<file path="src/rtl/seg_display_scan.sv">
// Eight-digit multiplexed 7-segment driver with a 32-cycle double-dabble binary-to-BCD converter.
// Optional leading-zero blanking is enabled by defining SEG_LEADING_BLANK_EN.
module seg_display_scan #(
    parameter int unsigned SCAN_DIV = 50000
) (
    input  logic        clock,
    input  logic        resetn,
    input  logic [31:0] value_in,
    output logic [6:0]  seg_n,
    output logic [7:0]  an_n,
    output logic [31:0] bcd,
    output logic        ovf,
    output logic        busy
);

    localparam int unsigned PW = (SCAN_DIV > 2) ? $clog2(SCAN_DIV) : 1;
    localparam logic [PW-1:0] PS_MAX = PW'(SCAN_DIV - 1);

    localparam logic [6:0] SEG_E     = 7'h06;
    localparam logic [6:0] SEG_BLANK = 7'h7F;

    typedef enum logic [1:0] {
        IDLE = 2'd0,
        CONV = 2'd1,
        DONE = 2'd2
    } conv_state_t;

    conv_state_t state, state_next;

    logic [31:0] last_val;
    logic [39:0] work_bcd;
    logic [31:0] work_bin;
    logic [4:0]  iter_cnt;

    logic [PW-1:0] prescale;
    logic [2:0]    scan_idx;
    logic [3:0]    cur_digit;
    logic [6:0]    seg_next;

    // Add 3 to every digit >= 5 so the following left shift carries correctly into the next digit.
    function automatic logic [39:0] dd_adjust(input logic [39:0] d);
        logic [39:0] r;
        r = d;
        for (int unsigned i = 0; i < 10; i++) begin
            if (r[4*i +: 4] >= 4'd5)
                r[4*i +: 4] = r[4*i +: 4] + 4'd3;
        end
        return r;
    endfunction

    function automatic logic [6:0] seg_encode(input logic [3:0] d);
        logic [6:0] s;
        case (d)
            4'd0:    s = 7'h40;
            4'd1:    s = 7'h79;
            4'd2:    s = 7'h24;
            4'd3:    s = 7'h30;
            4'd4:    s = 7'h19;
            4'd5:    s = 7'h12;
            4'd6:    s = 7'h02;
            4'd7:    s = 7'h78;
            4'd8:    s = 7'h00;
            4'd9:    s = 7'h10;
            default: s = SEG_BLANK;
        endcase
        return s;
    endfunction

    always_ff @(posedge clock or negedge resetn) begin
        if (!resetn)
            state <= IDLE;
        else
            state <= state_next;
    end

    always_comb begin
        state_next = state;
        case (state)
            IDLE:    if (value_in != last_val) state_next = CONV;
            CONV:    if (iter_cnt == 5'd31)    state_next = DONE;
            DONE:    state_next = IDLE;
            default: state_next = IDLE;
        endcase
    end

    always_ff @(posedge clock or negedge resetn) begin
        if (!resetn) begin
            last_val <= '0;
            work_bcd <= '0;
            work_bin <= '0;
            iter_cnt <= '0;
            busy     <= 1'b0;
            bcd      <= '0;
            ovf      <= 1'b0;
        end else begin
            case (state)
                IDLE: begin
                    if (value_in != last_val) begin
                        last_val <= value_in;
                        work_bin <= value_in;
                        work_bcd <= '0;
                        iter_cnt <= '0;
                        busy     <= 1'b1;
                    end
                end
                CONV: begin
                    {work_bcd, work_bin} <= {dd_adjust(work_bcd), work_bin} << 1;
                    iter_cnt <= iter_cnt + 5'd1;
                end
                DONE: begin
                    bcd  <= work_bcd[31:0];
                    ovf  <= |work_bcd[39:32];
                    busy <= 1'b0;
                end
                default: ;
            endcase
        end
    end

    always_ff @(posedge clock or negedge resetn) begin
        if (!resetn) begin
            prescale <= '0;
            scan_idx <= '0;
        end else if (prescale == PS_MAX) begin
            prescale <= '0;
            scan_idx <= scan_idx + 3'd1;
        end else begin
            prescale <= prescale + 1'b1;
        end
    end

    assign cur_digit = bcd[{scan_idx, 2'b00} +: 4];

`ifdef SEG_LEADING_BLANK_EN
    logic [2:0] msd_idx;

    // Highest nonzero digit; stays 0 for an all-zero value so digit0 always shows.
    always_comb begin
        msd_idx = '0;
        for (int unsigned i = 0; i < 8; i++) begin
            if (bcd[4*i +: 4] != 4'd0)
                msd_idx = 3'(i);
        end
    end

    always_comb begin
        seg_next = seg_encode(cur_digit);
        if (ovf)
            seg_next = SEG_E;
        else if (scan_idx > msd_idx)
            seg_next = SEG_BLANK;
    end
`else
    always_comb begin
        seg_next = seg_encode(cur_digit);
        if (ovf)
            seg_next = SEG_E;
    end
`endif

    always_ff @(posedge clock or negedge resetn) begin
        if (!resetn) begin
            an_n  <= '1;
            seg_n <= SEG_BLANK;
        end else begin
            an_n  <= ~(8'd1 << scan_idx);
            seg_n <= seg_next;
        end
    end

endmodule

</file>
<file path="config.mk">
export PLATFORM = sky130hd
export DESIGN_NAME = seg_display_scan
export DESIGN_NICKNAME = d
export VERILOG_FILES = /design/src/rtl/seg_display_scan.sv
export SDC_FILE = /design/constraint.sdc
export NUM_CORES = 1
export LEC_CHECK = 0
export CAP_MARGIN = 20
export CORE_MARGIN = 10
export CORE_UTILIZATION = 58
export DETAILED_ROUTE_END_ITERATION = 10
export PLACE_DENSITY = 0.89
export SKIP_LAST_GASP = 1
export SLEW_MARGIN = 10
export SYNTH_ARGS = -nofsm -noshare
export SYNTH_HDL_FRONTEND = slang
export SYNTH_SLANG_ARGS = --single-unit
</file>
<file path="constraint.sdc">
create_clock -name clock -period 4.6 [get_ports clock]
set_input_delay 0.92 -clock clock [delete_from_list [all_inputs] [get_ports clock]]
set_output_delay 0.92 -clock clock [all_outputs]
set_load 0.02 [all_outputs]
</file>
==> results of run 1 <==
[metal layers]
metal	vias to the layer above	track usage, %	share of wire, %
li1	3190	-	-
met1	3455	26.13	41
met2	284	34.14	49
met3	33	5.838	8.2
met4	0	6.968	1.7
met5	-	0	0
[per-stage QoR]
stage               power (uW)  area (um^2)  std cells  util [%]  setup slack [ns]
finish                    4652        10620       1126     69.85             1.433
global route              4872        10620       1126     69.85             1.318
CTS                       4650        10610       1125     69.80             1.470
detailed placement        3153        10000       1093     65.81             1.057
global placement          3103         9977       1092     65.63             1.080
floorplan                 2653         8982        859         -             2.147
[layout make-up]
| type | instances | share of cell area, % |
|---|---|---|
| flip-flops and latches | 179 | 42.36 |
| repair buffers | 100 | 9.438 |
| multi-input cells | 564 | 38.05 |
| clock buffers | 17 | 4.006 |
| inverters | 63 | 2.227 |
| well taps | 188 | 2.215 |
| clock inverters | 15 | 1.709 |
[worst max-delay path, cell delays in order]
cell and delay (ns):
clkdlybuf4s50_1 0.45, xnor2_1 0.20, nand4_1 0.16, nor4_4 0.07
buf_4 0.20, a21boi_4 0.74, buf_4 0.51, o21ai_0 0.19
[cells in the final DEF, fill, tap and decap left out, drive strengths merged, types with 2 or more instances in the layout]
cell type,count
o32ai,9
inv,65
bufinv,3
xor2,17
a311o,31
a22o,30
and3,2
a21oi,57
nor2b,2
o21ai,41
clkbuf,17
o22ai,52
nand3,11
nand4,9
xnor2,50
a21o,4
dfrtp,164
clkdlybuf4s50,81
nor2,26
nor3,3
nand2b,11
mux2,17
and2,2
mux4,8
clkinvlp,3
dfstp,15
nand2,99
ha,37
a31oi,12
clkinv,7
nor4b,10
buf,19
mux2i,11
nor4,5
[registers in the layout, summed over array words and instances (netlist names)]
| signal | cells |
|---|---|
| scan_idx | 3 |
| prescale | 16 |
| work_bcd | 40 |
| an_n | 8 |
| state | 2 |
| ovf | 1 |
| busy | 1 |
| iter_cnt | 5 |
| seg_n | 7 |
| work_bin | 32 |
| bcd | 32 |
| last_val | 32 |
[report_power, final]
group          switching (uW)  internal, uW  total (uW)
registers                 209          1820        2030
logic                     588           549        1140
clock network             627           862        1490
[logic make-up (layout without fill, tap and decap cells)]
| family | Yosys count | after routing | share of synthesized area [%] |
|---|---|---|---|
| AO/OA/AOI/OAI | 242 | 242 | 18.04 |
| XOR/XNOR | 67 | 67 | 6.533 |
| adder cells (fa/ha/maj) | 37 | 37 | 5.154 |
| buffers and inverters | 116 | 195 | 5.168 |
| flip-flops | 179 | 179 | 50.08 |
| multiplexers | 36 | 36 | 5.405 |
| AND/OR/NAND/NOR | 182 | 182 | 9.625 |
[worst paths after layout]
kind	end	from	slack, ns	cells past startpoint
worst max-delay path	iter_cnt[1]	value_in[10]	1.43	8
worst min-delay path	prescale[11]	resetn	0.49	1
worst max register to register	iter_cnt[1]	state[1]	1.82	5
worst min register to register	busy	busy	0.49	1
max in group asynchronous	last_val[30]	resetn	3.13	2
min in group clock	busy	busy	0.49	1
==> impl_metrics.csv, run 1 <==
group,metric,value,unit
run_status,outcome,"finished, final reports clean",
layout,fill_cells,1020,
clocking,cts_root_buf,"clkbuf_16",
synth,synth.avg_cell_area,10.46,um^2
clocking,clk_latency,0.43,ns
synth,synth_commonest_cells,"dfrtp_1 (164), nand2_1 (99), inv_1 (61), a21oi_1 (57), o22ai_1 (52)",
synth,synth-edff-count,0,
synth,async_reset_ff_share,100.0,%
placement,port_buffers,82,
placement,gp_congestion,0.8638,
floorplan,die_h,144.4,um
timing,relSlewSlack,39.14,%
clocking,ctsHtreeMaxLevel,4,
timing,period_needed,3.167,ns
layout,seqCellArea,4498,um^2
synth,ys_seq_area_share,50.08,%
layout,antennaDiodeCount,0,
synth,synth_top_area_share,45.69,%
timing,hold_violations,0,
layout,multi_input_area,4040,um^2
clocking,clk_pin_slew,0.07,ns
timing,rsz0062_at_grt,"false",
layout,syn2layout_area_growth,18.22,%
setup_path,critPathKind,"input port to register",
setup_path,arrival,3.44,ns
synth,synth_cell_types,43,
clocking,post_cts_resized,0,
synth,yosysWarnings,0,
floorplan,initial_core_util,59.09,%
drt,drt_first_iter_violations,576,
clocking,cts_buffers,17,
clocking,post_cts.repair.setup_buffers,0,
timing,slew_violations,0,
timing,setup_violations,0,
drt,dr_total_vias,6962,
floorplan,rows,45,
global_route,grt_antenna_before_repair,0,
timing,tightestPinTransition,0.9106,ns
synth,syn_area,8982,um^2
clocking,cts_tree,"yes",
global_route,grt_overflow,0,
timing,max_freq,0.3158,GHz
synth,ys_top_cells_by_area,"dfrtp_1 (46%), ha_1 (5.2%), xnor2_1 (4.9%), dfstp_2 (4.4%), nand2_1 (4.1%)",
global_route,grt_pass1_vias,6937,
worst_hold_path,hold_class,"input port to asynchronous set/reset pin",
layout,num-nets-final,996,
synth,synthCells,859,
global_route,grt_pass1_wl,34.93,mm
pwr,power_density,438.1,nW/um^2
layout,drive_gt1_share,10.55,%
drt,drtPass1Iterations,7,
floorplan,die_area,20860,um^2
timing,post-route-period-util,68.85,%
timing,setup_tns,0,ns
clocking,cts_hold_buf,0,
drt,post_drt_wl_per_cell,18.97,um
setup_path,end_kind,"register",
synth,synth_largest_area_cell,"dfrtp_1",
floorplan,die_w,144.4,um
floorplan,ios,83,
timing,finalClockSkew,0.01139,ns
global_route,grt_usage,20.88,%
drt,vias_per_cell,6.183,
setup_path,cp-start-kind,"input port",
floorplan,core_area,15200,um^2
synth,synth.most_common_cell,"dfrtp_1",
setup_path,cp_max_fo,38,
drt,ant_nets,0,
timing,worst_hold_slack,0.4874,ns
global_route,grt_max_degree,77,
synth,synth-seq-cells,179,
pwr,vdd_ir_drop_max,0.0002931,V
pwr,power_leakage,0.004679,uW
synth,syn_nets,930,
placement,dp_hpwl,14.16,mm
drt,drt_wl_total,21.37,mm
drt,drc,0,
synth,synth_ff_type,"dfrtp_1",
clocking,cts.sinks,179,
clocking,clk_path_buf_depth,2,
setup_path,crit_required,4.87,ns
flow_run,cap_viol_max_count,0,
No activity file was read; power rests on OpenSTA's default activity.
==> inputs of run 2 (changes only) <==
Clock period 4.6 ns to 3.1 ns, I/O delays scaled along.
==> impl_metrics.csv, run 2 (synthesis results as in run 1) <==
group,metric,value,unit
pwr,p_sw_share,29.97,%
drt,post_drt_wl_per_cell,19.39,um
setup_path,arrival,3.10,ns
global_route,grt_pass1_wl,35.79,mm
global_route,grt_pass1_vias,7076,
clocking,post_cts_resized,0,
timing,relSlewSlack,31.61,%
setup_path,cp-startpoint,"value_in[9]",
clocking,cts_root_buf,"clkbuf_16",
global_route,grt_max_degree,78,
layout,num-nets-final,1001,
setup_path,ff2ff_setup_slack,0.36,ns
layout,layout_commonest_cell,"dfrtp_1",
global_route,grt_usage,21.41,%
timing,rsz0062_at_grt,"false",
run_status,outcome,"finished, final reports clean",
placement,gp_congestion,0.8793,
clocking,cts.sinks,179,
setup_path,reg2reg_depth,7,
setup_path,slowest_delay,0.48,ns
clocking,ctsHtreeMaxLevel,4,
pwr,p_seq_share,43.2,%
clocking,cts_hold_buf,0,
pwr,power_frac_comb,24.1,%
floorplan,core_area,15200,um^2
drt,dr_total_vias,7092,
floorplan,die_area,20860,um^2
layout,antennaDiodeCount,0,
drt,drt_wl_total,21.93,mm
clocking,post_cts.repair.setup_buffers,0,
worst_hold_path,hold_class,"input port to asynchronous set/reset pin",
setup_path,critPathBufInv,3,
pwr,power_frac_clock,32.7,%
drt,dr_wl_met3,1.642,mm
setup_path,end_kind,"register",
placement,dp_slack,-0.003548,ns
timing,worst_hold_slack,0.2021,ns
drt,wl_met1,9.015,mm
drt,drtPass1Iterations,5,
setup_path,crit_required,3.46,ns
pwr,power_density,651.9,nW/um^2
floorplan,initial_core_util,59.09,%
timing,tightestPinTransition,1.023,ns
layout,drive_gt1_share,10.92,%
layout,top_register,"work_bcd",
setup_path,cp-start-kind,"input port",
floorplan,die_w,144.4,um
timing,setup_violations,0,
layout,syn2layout_area_growth,18.94,%
floorplan,ios,83,
setup_path,r2r_end,"seg_n[4]",
layout,final_cell_mix,"dfrtp_1 (164), nand2_1 (99), clkdlybuf4s50_1 (81), inv_1 (61), a21oi_1 (57)",
global_route,grt_antenna_before_repair,0,
timing,post-route-period-util,88.38,%
pwr,switchingPower,2087,uW
setup_path,cp_max_fo,27,
clocking,clk_pin_slew,0.07,ns
setup_path,r2r_start,"scan_idx[0]",
clocking,cts_buffers,17,
clocking,cts_tree,"yes",
setup_path,cpLargestDelayFamily,"buffers and inverters",
layout,largest_register_ffs,40,
timing,slew_violations,0,
drt,ant_nets,0,
timing,max_freq,0.3650,GHz
floorplan,rows,45,
setup_path,critPathKind,"input port to register",
flow_run,cap_viol_max_count,0,
pwr,power,6965,uW
global_route,grt_overflow,0,
timing,finalClockSkew,0.01161,ns
timing,fin_ws,0.3603,ns
drt,routed.top_layer,"met4",
setup_path,slowest_stage,"nor4_4",
drt,wl_met2,10.80,mm
pwr,power_leakage,0.004721,uW
placement,dp_hpwl,14.63,mm
drt,drc,0,
floorplan,die_h,144.4,um
pwr,vdd_ir_drop_max,0.0004477,V
timing,hold_violations,0,
drt,drt_first_iter_violations,701,
clocking,clk_path_buf_depth,2,
pwr,internal_power,4877,uW
setup_path,crit_chain,"clkdlybuf4s50_1 -> xnor2_1 -> nand4_1 -> nor4_4 -> buf_12 -> and2_2 -> buf_4 -> a311o_1",
clocking,clk_latency,0.43,ns
timing,period_needed,2.740,ns
drt,vias_per_cell,6.271,
placement,port_buffers,82,
==> run 2: cell types whose count changed in the layout (fill, tap and decap cells not counted) <==
cell / change
buf_4: +4
clkbuf_8: +4
buf_12: +2
clkinv_2: -2
clkinvlp_4: -2
buf_16: -1
clkbuf_1: +1
clkinv_4: +1
inv_6: -1
inv_8: -1
==> run 2: how the worst max path moves through the flow <==
stage	endpoint	cells after the start	slack, ns
2_1_floorplan	last_val[22]	8	0.95
5_1_grt	seg_n[4]	7	0.19
3_5_place_dp	work_bin[14]	8	-0.004
4_1_cts	seg_n[4]	7	0.37
3_3_place_gp	work_bin[15]	8	-0.01
6_report	work_bin[12]	8	0.36
==> run 2: layout make-up <==
cell class	instances	area, um^2
Sequential cell	179	4498
Clock buffer	22	484.2
Clock inverter	10	145.1
Timing Repair Buffer	105	1045
Inverter	63	236.5
Multi-Input combinational cell	564	4040
Tap cell	188	235.2
Fill cell	1010	4518
==> run 2: through the flow <==
| step | TNS [ns] | area, um^2 | utilization (%) | std cells |
|---|---|---|---|---|
| 2_1_floorplan | 0 | 8982 | - | 859 |
| 3_3_place_gp | -0.09767 | 10050 | 66.14 | 1099 |
| 3_5_place_dp | -0.003548 | 10050 | 66.14 | 1099 |
| 4_1_cts | 0 | 10680 | 70.28 | 1131 |
| 5_1_grt | 0 | 10680 | 70.28 | 1131 |
| 6_report | 0 | 10680 | 70.28 | 1131 |
==> run 2: power groups by stage <==
stage          sequential (uW)  combinational (uW)  clock [uW]
6_report                  3010                1680        2280
4_1_cts                   3000                1680        2300
5_1_grt                   3050                1830        2390
3_3_place_gp              3020                1590           0
2_1_floorplan             3170                 765           0
3_5_place_dp              3030                1650           0
==> run 2: per-layer routing <==
layer / global-route usage [%] / up-vias
met3: 4.723 / 40
met5: 0 / -
met1: 26.59 / 3516
met2: 35.73 / 326
li1: - / 3210
met4: 8.085 / 0
==> run 2: worst register-to-register path: stages, from the launching register on <==
cell and delay, ns:
dfrtp_1 0.70, mux4_2 0.60, mux2i_1 0.44, inv_1 0.19
ha_1 0.27, mux2i_1 0.25, a21oi_1 0.11, nor2_1 0.12
==> RTL change 1 (config.mk and constraints of run 2) <==
The 3 states of `conv_state_t` get a one-hot encoding in 3 bits.
--- a/src/rtl/seg_display_scan.sv
+++ b/src/rtl/seg_display_scan.sv
@@ -19,10 +19,10 @@
     localparam logic [6:0] SEG_E     = 7'h06;
     localparam logic [6:0] SEG_BLANK = 7'h7F;
 
-    typedef enum logic [1:0] {
-        IDLE = 2'd0,
-        CONV = 2'd1,
-        DONE = 2'd2
+    typedef enum logic [2:0] {
+        IDLE = 3'b001,
+        CONV = 3'b010,
+        DONE = 3'b100
     } conv_state_t;
 
     conv_state_t state, state_next;
Check against the original RTL: same outputs for any inputs over 10 cycles, from zero or initial values and one cycle with resetn low; not proved beyond that.
==> RTL change 1 against run 2 <==
Utilization grew 0.36 points; count of clock-buffer cells in the layout shrank 1; area after synthesis grew 1.1%; first-iteration DRC count grew 29%; total power shrank 0.96%; sequential cell count grew 1; cell area grew 0.88%; combinational power shrank 4%; routed wire length grew 3.3%; worst setup slack gained 200 ps; critical path type unchanged; register-to-register slack gained 290 ps.
==> RTL change 1: results <==
{
  "p_leak_nw": 4.69,
  "worst_pin_slew_ps": 839,
  "grt_use_total_pct": 21.5,
  "grt_pass1_vias": 7347,
  "critPathMaxFanout": 24,
  "place_hpwl_mm": 14.5,
  "cts_resized": 0,
  "grt_pass1_wl_mm": 37.8,
  "rr_endpoint": "seg_n[2]",
  "crit_path_start": "value_in[0]",
  "fillCellCount": 960,
  "period_minus_slack_ps": 2540,
  "yosysWarnings": 0,
  "synthTopCellsByArea": "dfrtp_1 45%, ha_1 5.1%, xor2_1 5.0%, dfstp_2 4.6%, mux2_2 4.1%",
  "routabilityCongestion": 0.860,
  "status": "completed",
  "ys.flop_type": "dfrtp_1",
  "rr_worst_depth": 8,
  "largest_reg_flops": 40,
  "drt-met1-wl_mm": 8.87,
  "synthMuxAreaShare_pct": 7.62,
  "grt_start_max_net_pins": 88,
  "drive_above_1_share_pct": 12.8,
  "synth_xor_area_share_pct": 6.46,
  "synthArstFlopShare_pct": 100,
  "antenna_found_initial": 0,
  "wl_met3_mm": 1.64,
  "synth_commonest_cells": "164 x dfrtp_1, 61 x inv_1, 61 x nand2_1",
  "drtAntennaViolNets": 0,
  "wl_per_cell_um": 19.7,
  "wl_met2_mm": 11.4,
  "port_buffers": 82,
  "clock_latency_ps": 440,
  "timing.reg2reg.setup_slack_ps": 650,
  "htree_levels": 4,
  "drtIter0Drc": 906,
  "hold_ws_ps": 199,
  "largest_register": "work_bcd",
  "ys_seq_area_share_pct": 49.8,
  "cts_root_buffer": "clkbuf_16",
  "ir_drop_v": 0.000467,
  "synth_cell_types": 47,
  "fin_nets": 997,
  "dr.pass1.iters": 5,
  "synth_compound_area_share_pct": 13.5,
  "cts_buffer_depth": 2,
  "synthAdderAreaFrac_pct": 5.10,
  "p_sw_mw": 2.00,
  "viasPerCell": 6.22,
  "cp_data_arrival_time_ps": 2840,
  "skew_ps": 12.0,
  "place_ws_ps": 234
}
==> RTL change 1: final cells by class <==
class                           count  share of cell area (%)
Sequential cell                   180                    42.0
Multi-Input combinational cell    563                    38.1
Timing Repair Buffer              102                    9.37
Clock buffer                       21                    4.37
Tap cell                          211                    2.45
Inverter                           62                    2.16
Clock inverter                     11                    1.60
==> RTL change 1: how the worst max path moves through the flow <==
stage                               to  cells after the start
final                     work_bin[31]                      7
after global routing      work_bin[31]                      7
after CTS                 work_bin[31]                      7
after detailed placement  work_bin[31]                      7
after global placement    last_val[26]                      7
after floorplan               seg_n[1]                      7
==> RTL change 1: kinds of logic (layout without fill, tap and decap cells) <==
| kind of cell | Yosys count | in the layout |
|---|---|---|
| buffers and inverters | 116 | 196 |
| adders and majority gates | 37 | 37 |
| DFF | 180 | 180 |
| AOI/OAI and AO/OA | 194 | 194 |
| muxes | 52 | 52 |
| xor gates and xnor gates | 67 | 67 |
| and+or+nand+nor | 213 | 213 |
==> RTL change 1: power by group through the flow <==
stage                     Combinational (mW)  Sequential [mW]  Clock, mW
after floorplan                        0.747             3.12          0
after global placement                  1.55             2.96          0
after detailed placement                1.60             2.98          0
after CTS                               1.64             2.93       2.36
after global routing                    1.76             2.97       2.46
final                                   1.62             2.94       2.34
==> RTL change 1: routing by layer <==
metal	up-vias	track usage [%]
met5	-	0
met4	0	10.5
met3	57	4.63
li1	3206	-
met2	351	35.8
met1	3536	25.9
==> RTL change 1: worst max-delay path: stages <==
cell and delay, ps:
clkdlybuf4s50_1 450, xor2_1 180, nor4_1 520, nand4_1 290, buf_4 310, o211ai_1 340, nand3_1 120
==> RTL change 1: per-stage QoR <==
step                utilization (%)  power (mW)  std cells  cell area [um2]
floorplan                         -        3.87        859             9080
global placement               66.4        4.52       1118            10100
detailed placement             66.4        4.58       1118            10100
CTS                            70.6        6.93       1150            10800
global route                   70.6        7.20       1150            10800
finish                         70.6        6.90       1150            10800
==> RTL change 2 (config.mk and constraints of run 2) <==
Made on the original files. The parameter `SCAN_DIV` goes from 50000 to 100000.
--- a/src/rtl/seg_display_scan.sv
+++ b/src/rtl/seg_display_scan.sv
@@ -1,7 +1,7 @@
 // Eight-digit multiplexed 7-segment driver with a 32-cycle double-dabble binary-to-BCD converter.
 // Optional leading-zero blanking is enabled by defining SEG_LEADING_BLANK_EN.
 module seg_display_scan #(
-    parameter int unsigned SCAN_DIV = 50000
+    parameter int unsigned SCAN_DIV = 100000
 ) (
     input  logic        clock,
     input  logic        resetn,
Behaviour: same outputs for any inputs over 10 cycles, from zero or initial values and one cycle with resetn low; that may be too few to reach the edited logic, so the function may still have changed.
==> RTL change 2 against run 2 <==
Worst hold slack worse by 100 ps; critical path type unchanged; largest cell class unchanged; worst setup slack better by 96 ps; critical path depth down 1; cell area up 1.9%; routed wire length up 4.8%; sequential cell count up 1; via count up 5.0%; total power down 2.9%; fmax up 3.6%; clock skew up 1.1 ps; area after synthesis up 2.6%; synthesized cell count up 6.3%.
==> RTL change 2: results <==
{
  "grt_pass1_wl_mm": 37.8,
  "ys_seq_area_share_pct": 49.1,
  "place_hpwl_mm": 15.0,
  "grt_use_total_pct": 21.3,
  "timing.reg2reg.setup_slack_ps": 530,
  "synth_cell_types": 50,
  "drive_above_1_share_pct": 9.60,
  "maxSlewHeadroom_pct": 53.6,
  "drt_wl_total_mm": 23.0,
  "place_area_um2": 10300,
  "vias": 7447,
  "routabilityCongestion": 0.887,
  "fin_nets": 1048,
  "place_ws_ps": 106,
  "p_sw_mw": 2.00,
  "drtIter0Drc": 707,
  "rr_endpoint": "seg_n[5]",
  "max_freq_mhz": 378,
  "dr.pass1.iters": 5,
  "synth_commonest_cells": "165 x dfrtp_1, 75 x nand2_1, 73 x o21ai_0",
  "status": "completed",
  "critPathMaxFanout": 26,
  "port_buffers": 82,
  "rr_worst_depth": 6,
  "grt_start_max_net_pins": 63,
  "cp_data_arrival_time_ps": 2930,
  "synthesis.nets": 984,
  "hold_class": "input port to async pin",
  "slowest_delay_ps": 570,
  "synth_cells": 913,
  "p_leak_nw": 4.71,
  "synthTopCellsByArea": "dfrtp_1 45%, ha_1 5.0%, dfstp_2 4.3%, o21ai_0 4.0%, xor2_1 3.8%",
  "ir_drop_v": 0.000399,
  "final_cells": 1206,
  "crit_path_top_delay_cell": "a211oi_4",
  "crit_end": "last_val[16]",
  "crit_path_start": "value_in[5]",
  "skew_ps": 12.7,
  "grt_pass1_vias": 7479
}
==> RTL change 2: changes by cell type in the layout (fill, tap and decap cells not counted), moves of 25 or more <==
cell and change:
a21oi_1 -30, a22o_1 -29, a311o_1 -31, and2_1 +28, nand2_1 -25, nand3_1 +33, nand4_1 +27, o2111ai_1 +30
o21ai_0 +32, o22ai_1 -26
==> RTL change 2: how the worst min path moves through the flow <==
stage / cells past startpoint / end / slack, ps
after floorplan: 0 / bcd[0] / 320
after global placement: 1 / prescale[0] / 480
after detailed placement: 1 / prescale[0] / 490
after CTS: 1 / bcd[3] / 110
after global routing: 1 / bcd[3] / 110
final: 1 / bcd[3] / 100
==> RTL change 2: final cells by class <==
type | instances | area (um2)
timing repair buffer | 105 | 1030
sequential | 180 | 4520
inverter | 72 | 270
fill | 1055 | 4820
tap | 216 | 270
clock buffer | 21 | 470
clock inverter | 11 | 149
multi-input combinational | 601 | 4180
==> RTL change 2: kinds of logic (layout without fill, tap and decap cells) <==
group / after synthesis / after routing / share of synthesized area [%]
buffers and inverters: 132 / 209 / 5.82
DFF: 180 / 180 / 49.1
adders and majority gates: 37 / 37 / 5.02
muxes: 30 / 30 / 5.24
AOI/OAI and AO/OA: 219 / 219 / 14.9
xor gates and xnor gates: 67 / 67 / 6.36
and+or+nand+nor: 248 / 248 / 13.6
==> RTL change 2: power by group through the flow <==
stage | Combinational [mW] | Sequential [mW] | Clock, mW
4_1_cts | 1.60 | 2.91 | 2.27
3_3_place_gp | 1.53 | 2.94 | 0
2_1_floorplan | 0.690 | 3.13 | 0
3_5_place_dp | 1.58 | 2.95 | 0
5_1_grt | 1.72 | 2.95 | 2.37
6_report | 1.59 | 2.92 | 2.26
==> RTL change 2: worst max-delay path, delay by kind of cell <==
| kind | cells | cell delay [ps] |
|---|---|---|
| simple gates | 2 | 390 |
| compound gates | 2 | 720 |
| xor+xnor | 1 | 280 |
| buf+inv | 2 | 920 |
==> RTL change 2: routing by layer <==
metal	vias to the layer above	global-route usage (%)	share of wire, %
met5	-	0	0
met4	0	8.41	2.6
met3	58	4.76	7.8
met2	368	35.1	49
met1	3636	26.7	41
li1	3385	-	-
